<file path="src/rtl/ble_cfg_loader_pkg.sv">
// Shared types and constants for the cluster config loader: state codes, per-BLE field offsets, CRC-8 setup.
// Field offsets for the control bits are relative to the top of the LUT mask (bit 2**K).
package ble_cfg_pkg;

  typedef logic [2:0] state_t;

  localparam state_t ST_IDLE  = 3'd0;
  localparam state_t ST_LOAD  = 3'd1;
  localparam state_t ST_CHECK = 3'd2;
  localparam state_t ST_DONE  = 3'd3;
  localparam state_t ST_ERR   = 3'd4;

  localparam int MASK_LSB     = 0;
  localparam int FF_USED_OFS  = 0;
  localparam int EN_USED_OFS  = 1;
  localparam int RST_USED_OFS = 2;
  localparam int SET_USED_OFS = 3;
  localparam int CTRL_BITS    = 4;

  localparam logic [7:0] CRC8_POLY = 8'h07;
  localparam logic [7:0] CRC8_INIT = 8'h00;
  localparam int         CRC_BITS  = 8;

  function automatic int cfg_w(input int k);
    return (1 << k) + CTRL_BITS;
  endfunction

endpackage

</file>
<file path="src/rtl/ble_cfg_loader_if.sv">
// Serial config stream plus committed-image bus; master drives the stream, slave is the loader.
interface ble_cfg_loader_if #(parameter int TOTAL_BITS = 160);

  logic                  start;
  logic                  abort;
  logic                  in_valid;
  logic                  in_bit;
  logic                  in_ready;
  logic [TOTAL_BITS-1:0] cfg_out;
  logic                  cfg_done;
  logic                  cfg_err;
  logic                  busy;

  modport master (
    output start, abort, in_valid, in_bit,
    input  in_ready, cfg_out, cfg_done, cfg_err, busy
  );

  modport slave (
    input  start, abort, in_valid, in_bit,
    output in_ready, cfg_out, cfg_done, cfg_err, busy
  );

endinterface

</file>
<file path="src/rtl/ble_cfg_loader_crc8.sv">
// Bit-serial CRC-8 (MSB first), one bit per enabled cycle; clr reloads the init value.
module crc8_serial
  import ble_cfg_pkg::*;
(
  input  logic       clk,
  input  logic       rst,
  input  logic       clr,
  input  logic       en,
  input  logic       din,
  output logic [7:0] crc
);

  logic fb;
  assign fb = crc[7] ^ din;

  always_ff @(posedge clk) begin
    if (rst || clr) begin
      crc <= CRC8_INIT;
    end else if (en) begin
      crc <= {crc[6:0], 1'b0} ^ ({8{fb}} & CRC8_POLY);
    end
  end

endmodule

</file>
<file path="src/rtl/ble_cfg_loader.sv">
// Serial-to-parallel BLE cluster config loader; commits 1 cycle after the last bit (2 with BLE_CFG_CRC_EN).
// in_ready is high only while loading; the shadow image is committed atomically to cfg_out.
module ble_cfg_loader
  import ble_cfg_pkg::*;
#(
  parameter int NUM_BLE = 8,
  parameter int LUT_K   = 4
)
(
  input  logic            clk,
  input  logic            rst,
  ble_cfg_loader_if.slave bus
);

  localparam int CFG_W      = cfg_w(LUT_K);
  localparam int TOTAL_BITS = NUM_BLE * CFG_W;
`ifdef BLE_CFG_CRC_EN
  localparam int LOAD_BITS  = TOTAL_BITS + CRC_BITS;
`else
  localparam int LOAD_BITS  = TOTAL_BITS;
`endif
  localparam int CNT_W      = $clog2(TOTAL_BITS + 8);
  localparam logic [CNT_W-1:0] LAST_IDX = CNT_W'(LOAD_BITS - 1);

  state_t                  state;
  logic [TOTAL_BITS-1:0]   shadow;
  logic [TOTAL_BITS-1:0]   cfg_q;
  logic [TOTAL_BITS-1:0]   shadow_next;
  logic [CNT_W-1:0]        cnt;
  logic                    done_q;
  logic                    accept;
  logic                    last;
  logic                    kickoff;

  assign accept      = (state == ST_LOAD) && bus.in_valid;
  assign last        = accept && (cnt == LAST_IDX);
  assign kickoff     = bus.start && ((state == ST_IDLE) || (state == ST_DONE) || (state == ST_ERR));
  assign shadow_next = {shadow[TOTAL_BITS-2:0], bus.in_bit};

`ifdef BLE_CFG_CRC_EN
  logic       err_q;
  logic [7:0] crc_q;
  logic       crc_ok;
  logic       payload_bit;

  // Trailing CRC bits are fed through the same register, so a good stream leaves a zero residue.
  crc8_serial u_crc (
    .clk (clk),
    .rst (rst),
    .clr (kickoff),
    .en  (accept),
    .din (bus.in_bit),
    .crc (crc_q)
  );

  assign crc_ok      = (crc_q == 8'h00);
  assign payload_bit = (cnt < CNT_W'(TOTAL_BITS));
`endif

  always_ff @(posedge clk) begin
    if (rst) begin
      state  <= ST_IDLE;
      shadow <= '0;
      cfg_q  <= '0;
      cnt    <= '0;
      done_q <= 1'b0;
`ifdef BLE_CFG_CRC_EN
      err_q  <= 1'b0;
`endif
    end else begin
      case (state)
        ST_IDLE, ST_DONE, ST_ERR: begin
          if (bus.start) begin
            state  <= ST_LOAD;
            cnt    <= '0;
            shadow <= '0;
            done_q <= 1'b0;
`ifdef BLE_CFG_CRC_EN
            err_q  <= 1'b0;
`endif
          end
        end
        ST_LOAD: begin
          if (bus.abort) begin
            state  <= ST_IDLE;
            shadow <= '0;
            cnt    <= '0;
            done_q <= 1'b0;
          end else if (accept) begin
            cnt <= cnt + CNT_W'(1);
`ifdef BLE_CFG_CRC_EN
            if (payload_bit) begin
              shadow <= shadow_next;
            end
            if (last) begin
              state <= ST_CHECK;
            end
`else
            shadow <= shadow_next;
            if (last) begin
              state  <= ST_DONE;
              cfg_q  <= shadow_next;
              done_q <= 1'b1;
            end
`endif
          end
        end
`ifdef BLE_CFG_CRC_EN
        ST_CHECK: begin
          if (bus.abort) begin
            state  <= ST_IDLE;
            shadow <= '0;
            cnt    <= '0;
            done_q <= 1'b0;
          end else if (crc_ok) begin
            state  <= ST_DONE;
            cfg_q  <= shadow;
            done_q <= 1'b1;
          end else begin
            state <= ST_ERR;
            err_q <= 1'b1;
          end
        end
`endif
        default: state <= ST_IDLE;
      endcase
    end
  end

  assign bus.in_ready = (state == ST_LOAD);
  assign bus.busy     = (state == ST_LOAD) || (state == ST_CHECK);
  assign bus.cfg_out  = cfg_q;
  assign bus.cfg_done = done_q;
`ifdef BLE_CFG_CRC_EN
  assign bus.cfg_err  = err_q;
`else
  assign bus.cfg_err  = 1'b0;
`endif

endmodule
</file>
<file path="src/flat_wrapper.sv">
// flat-port wrapper written by rule: the top's interface ports become plain ports
module ble_cfg_loader_flat import ble_cfg_pkg::*;
#(
  parameter int NUM_BLE = 8,
  parameter int LUT_K   = 4
)
  (clk, rst, bus_start, bus_abort, bus_in_valid, bus_in_bit, bus_in_ready, bus_cfg_out, bus_cfg_done, bus_cfg_err, bus_busy);
  ble_cfg_loader_if bus_i ();
  input  logic clk;
  input  logic rst;
  input wire logic [$bits(bus_i.start)-1:0] bus_start;
  input wire logic [$bits(bus_i.abort)-1:0] bus_abort;
  input wire logic [$bits(bus_i.in_valid)-1:0] bus_in_valid;
  input wire logic [$bits(bus_i.in_bit)-1:0] bus_in_bit;
  output wire logic [$bits(bus_i.in_ready)-1:0] bus_in_ready;
  output wire logic [$bits(bus_i.cfg_out)-1:0] bus_cfg_out;
  output wire logic [$bits(bus_i.cfg_done)-1:0] bus_cfg_done;
  output wire logic [$bits(bus_i.cfg_err)-1:0] bus_cfg_err;
  output wire logic [$bits(bus_i.busy)-1:0] bus_busy;
  assign bus_i.start = bus_start;
  assign bus_i.abort = bus_abort;
  assign bus_i.in_valid = bus_in_valid;
  assign bus_i.in_bit = bus_in_bit;
  assign bus_in_ready = bus_i.in_ready;
  assign bus_cfg_out = bus_i.cfg_out;
  assign bus_cfg_done = bus_i.cfg_done;
  assign bus_cfg_err = bus_i.cfg_err;
  assign bus_busy = bus_i.busy;
  ble_cfg_loader #(.NUM_BLE(NUM_BLE), .LUT_K(LUT_K)) u_core (.clk(clk), .rst(rst), .bus(bus_i));
endmodule
</file>
<file path="config.mk">
export PLATFORM = sky130hd
export DESIGN_NAME = ble_cfg_loader_flat
export DESIGN_NICKNAME = d
export VERILOG_FILES = /design/src/rtl/ble_cfg_loader_pkg.sv /design/src/rtl/ble_cfg_loader_if.sv /design/src/rtl/ble_cfg_loader_crc8.sv /design/src/rtl/ble_cfg_loader.sv /design/src/flat_wrapper.sv
export SDC_FILE = /design/constraint.sdc
export NUM_CORES = 1
export LEC_CHECK = 0
export ABC_AREA = 1
export CAP_MARGIN = 10
export CORE_ASPECT_RATIO = 0.7
export CORE_MARGIN = 5
export CORE_UTILIZATION = 45
export CTS_CLUSTER_DIAMETER = 60
export DETAILED_ROUTE_END_ITERATION = 8
export PLACE_DENSITY_LB_ADDON = 0.05
export SETUP_SLACK_MARGIN = 0.3
export SYNTH_ARGS = -nofsm -noshare
export SYNTH_HDL_FRONTEND = slang
export SYNTH_SLANG_ARGS = --single-unit
</file>
<file path="constraint.sdc">
create_clock -name clk -period 4.8 [get_ports clk]
set_input_delay 0.72 -clock clk [delete_from_list [all_inputs] [get_ports clk]]
set_output_delay 0.72 -clock clk [all_outputs]
set_load 0.03 [all_outputs]
</file>
* Word-level counts from Yosys, hierarchy flattened *
Index checks and enable logic that the tools add are counted.
Widths: inputs -> output; s select.

word-level totals
  logic and storage cells = 43
  output and inout bits = 164
  input bits = 6
  register bits after elaboration = 331

cells by class
  reduce and logical (&&, ||, !) cells = 10
  muxes and demuxes = 18
  $add $sub $neg = 1
  bitwise gates (word level) = 1
  eq/ne operators = 8

operators by type and width
  cell                 count
  $mux 159             3
  $pmux 159 s2         1
  $mux 8               3
  $pmux 8 s2           1
  $mux 3               4
  $add 8x1->8 const B  1
  $eq 8x8->1 const B   1
  $reduce_and 4->1     2
  $eq 3x2->1 const B   2
  $ne 3x2->1 const B   2
  $pmux 3 s2           1
  $reduce_and 3->1     2
  $mux 1               4
  $eq 3x1->1 const B   1
  $eq 3x3->1 const B   1
  $logic_not 3->1      1
  $reduce_or 3->1      1
  $logic_and 1x1->1    2
  $ne 2x2->1 const B   1
  $pmux 1 s2           1
  $reduce_bool 2->1    1
  $logic_or 1x1->1     1
  $not 1->1            1

* Longest topological paths before layout *
  depth after elaboration = 7
  mapped depth = 10
  mapped depth without buffers = 9

* Worst setup path before layout *
Ideal clock, no wire load.

  path kind = reg-to-reg
  start = register u_core.state[1]
  end = register u_core.cfg_q[52], in the netlist u_core.bus.cfg_out[52]
  period minus slack after synthesis = 1.741 ns
  stages on the path, launching flop included = 10
  arrival = 1.622 ns
  setup time = 0.119 ns
  path slack = 3.059 ns
  data required time = 4.681 ns
  buffers on the path = 2
  path through = dfxtp_1 inv_1 ha_1 nand2_1 nor2_2 nand4_4 buf_6 buf_2 o21ai_1 a21oi_1

between the ends
  cells in the longest elaborated chain, start to end = 4

RTL lines
  item                                   RTL line               RTL
  start, declared                        ble_cfg_loader.sv:25   state_t state;
  start signal, assigned                 ble_cfg_loader.sv:62   state <= ST_IDLE;
  start signal, assigned                 ble_cfg_loader.sv:74   state <= ST_LOAD;
  start signal, assigned                 ble_cfg_loader.sv:85   state <= ST_IDLE;
  $eq 3x1->1 (*)                         -
  via bus_in_ready                       flat_wrapper.sv:15     output wire logic [$bits(bus_i.in_ready)-1:0] bus_in_ready;
  $logic_and 1x1->1                      ble_cfg_loader.sv:35   assign accept = (state == ST_LOAD) && bus.in_valid;
  $logic_and 1x1->1                      ble_cfg_loader.sv:36   assign last = accept && (cnt == LAST_IDX);
  $reduce_and 4->1 (no source line) (*)  -
  end signal, assigned                   ble_cfg_loader.sv:102  cfg_q <= shadow_next;
  end, declared                          ble_cfg_loader.sv:27   logic [TOTAL_BITS-1:0] cfg_q;

The timed path passes the listed nets; every way through them passes the cells marked *.
A chain may end at the register's enable or synchronous reset.

* Final worst setup path *
  start = register u_core.state[0]
  end = output bus_busy

between the ends
  cells in the longest elaborated chain, start to end = 2
  elaborated cells between the ends (all ways) = 3
  those cells by class = 2 x eq/ne; 1 x reduce/logical

RTL lines
  item                                      RTL line               RTL
  $eq 3x1->1 or $eq 3x2->1 (tied branches)  ble_cfg_loader.sv:131  assign bus.busy = (state == ST_LOAD) || (state == ST_CHECK);
  $logic_or 1x1->1 (*)                      ble_cfg_loader.sv:131
  end, declared                             flat_wrapper.sv:19     output wire logic [$bits(bus_i.busy)-1:0] bus_busy;

Mark *: on every way between the ends. The rest lies on a longest branch, timed or not.

==> results.yml <==
timing:
  fin_ws_ns: 2.05
  slew_viol_final: 0
  final_hold_viol_count: 0
  tightest_slew_ns: 1.05
  slew_headroom_pct: 30.3
  rsz0062_at_grt: "false"
  finalCritPeriodShare_pct: 57.3
  fin_tns_setup_ns: 0
  setup_viol: 0
  fmax_mhz: 364
  period_needed_ns: 2.75
  finClkSkew_ns: 0.00942
synthesis:
  synthDominantCellAreaShare_pct: 54.7
  synth_seq_cells: 330
  synth_area_um2: 12100
  synthFlopType: "dfxtp_1"
  synthTopCellsByArea: "dfxtp_1 55%, a21oi_1 14%, nand3_1 6.8%, nand2_1 5.7%, inv_1 5.4%"
  syn_nets: 1502
  synth.avg_cell_area_um2: 8.09
  ys_seq_area_share_pct: 54.7
  synthCells: 1493
  synth.most_common_cell: "dfxtp_1"
  yosysWarnings: 0
  synth_edf_count: 0
  post-synth-top-area-cell: "dfxtp_1"
  ys_top_cells_by_count: "330 x dfxtp_1, 328 x a21oi_1, 182 x nand2_1"
  synthArstFlopShare_pct: 0
  synthDistinctLibCells: 24
worst_setup_path:
  cp.required_ns: 4.08
  start_kind: "flop"
  worstSetupPathType: "flop to output pin"
  worstSetupEndpointType: "output pin"
  arrival_ns: 2.03
  crit_path_max_fanout: 3
clocking:
  post_cts_buffers: 0
  post_cts_resized: 0
  cts_buffer_depth: 3
  cts_hold_buf: 0
  cts_buffers: 31
  htree_levels: 1
  cts_tree: "yes"
  cts-root-buf: "clkbuf_16"
  cts.sinks: 330
  clk_latency_ns: 0.55
  clk_transition_reported_paths_ns: 0.07
floorplanning:
  dieWidth_um: 206
  core_area_um2: 26600
  design.die.area_um2: 30300
  initial_core_util_pct: 45.5
  ios: 170
  rows: 50
  die_y_um: 147
placed_design:
  hpwl_um: 15800
  port_buffers: 168
  dp_slack_ns: 1.55
  gp_congestion: 0.802
global_route:
  grt_pass1_vias: 8943
  grt_pass1_wl_um: 45900
  antenna_found_initial: 0
  grt_max_degree: 163
  grt_usage_pct: 17.7
  grt_overflow: 0
final_layout:
  finalNetCount: 1591
  drive_gt1_share_pct: 4.61
  multiInputGateArea_um2: 4150
  seq_area_um2: 6610
  n_antenna_cell: 0
  area_delta_synth_final_pct: 22.3
  fillers: 2538
drt:
  top_layer: "met4"
  routedWlPerCell_um: 14.1
  drt_pass1_iterations: 5
  drt_iter0_markers: 713
  vias: 9888
  drt-met1-wl_um: 13800
  wl_met2_um: 12200
  dr_wl_met3_um: 1290
  drc: 0
  postRouteAntennaNets: 0
  viasPerCell: 5.02
  finalWirelength_um: 27800
power_and_ir_drop:
  p_leak_uw: 0.00479
  powerDensity_nw_per_um2: 423
  ir_drop_mv: 0.424
status:
  run_status: "complete, no violations"
flow_run:
  drv_cap: 0
hold_path:
  hp-class: "flop to flop"
==> layout by cell type (no fill, tap or decap), drive strengths merged <==
master and instances:
ha 3, clkinv 3, buf 12, nand4 2, clkdlybuf4s50 167, xor2 1, clkbuf 47, nand3 164
nor2 15, inv 179, dfxtp 330, conb 1, a211oi 1, nand2 183, clkinvlp 2, o21ai 164
bufinv 3, a21oi 328
==> power by group <==
group          internal (uW)  switching (uW)  leakage, uW
Sequential              2750            6.73      0.00266
Clock                   1540            1040     0.000538
Combinational            157             765      0.00160
==> per-stage QoR <==
stage | cell area, um^2 | util (%) | std cells | hold slack [ns] | power [uW]
floorplan | 12100 | - | 1493 | 0.434 | 3590
global placement | 13700 | 51.5 | 1913 | 0.432 | 3750
detailed placement | 13700 | 51.5 | 1913 | 0.436 | 3760
CTS | 14800 | 55.6 | 1969 | 0.445 | 6330
global route | 14800 | 55.6 | 1969 | 0.456 | 6540
finish | 14800 | 55.6 | 1969 | 0.441 | 6260
==> critical path, stage by stage (launching register included) <==
cell	delay, ns
dfxtp_1	0.35
inv_1	0.05
ha_1	0.31
inv_1	0.09
clkdlybuf4s50_1	0.67
==> area by class of cell <==
cell class	instances	share of cell area (%)
multi-input cells	862	28.1
clock inverters	9	0.872
repair buffers	179	12.2
clock buffers	47	6.54
flip-flops and latches	330	44.7
inverters	178	4.56
well taps	364	3.08
==> routing by layer <==
metal  vias up  global-route usage, %
li1       5092                      -
met1      4596                   25.9
met2       161                   27.4
met3        39                   3.22
met4         0                   4.06
met5         -                      0
==> state kept, by name, summed over array words and instances (netlist names) <==
signal	count
u_core.cnt	8
u_core.bus.cfg_out	160
u_core.bus.cfg_done	1
u_core.state	2
u_core.shadow	159
==> final timing paths <==
kind	from	end	slack [ns]	cells after the start
hold / removal	u_core.bus.cfg_out[85]$_SDFFE_PP0P_	u_core.bus.cfg_out[85]$_SDFFE_PP0P_	0.44	2
setup / recovery	u_core.state[0]$_SDFFE_PP0P_	bus_busy	2.05	4
setup reg to reg	u_core.state[1]$_SDFFE_PP0P_	u_core.bus.cfg_out[82]$_SDFFE_PP0P_	2.11	8
hold reg to reg	u_core.bus.cfg_out[85]$_SDFFE_PP0P_	u_core.bus.cfg_out[85]$_SDFFE_PP0P_	0.44	2
==> kinds of logic (layout without fill, tap and decap cells) <==
family | count (synthesis) | count (layout) | share of synthesized area [%]
compound gates | 493 | 493 | 20.4
buf+inv | 301 | 413 | 11.2
xor+xnor | 1 | 1 | 0.0725
flops | 330 | 330 | 54.7
simple gates | 364 | 364 | 13.3
fa+ha+maj | 3 | 3 | 0.311
other cells | 1 | 1 | 0.0310
No activity file was read; power rests on OpenSTA's default activity.
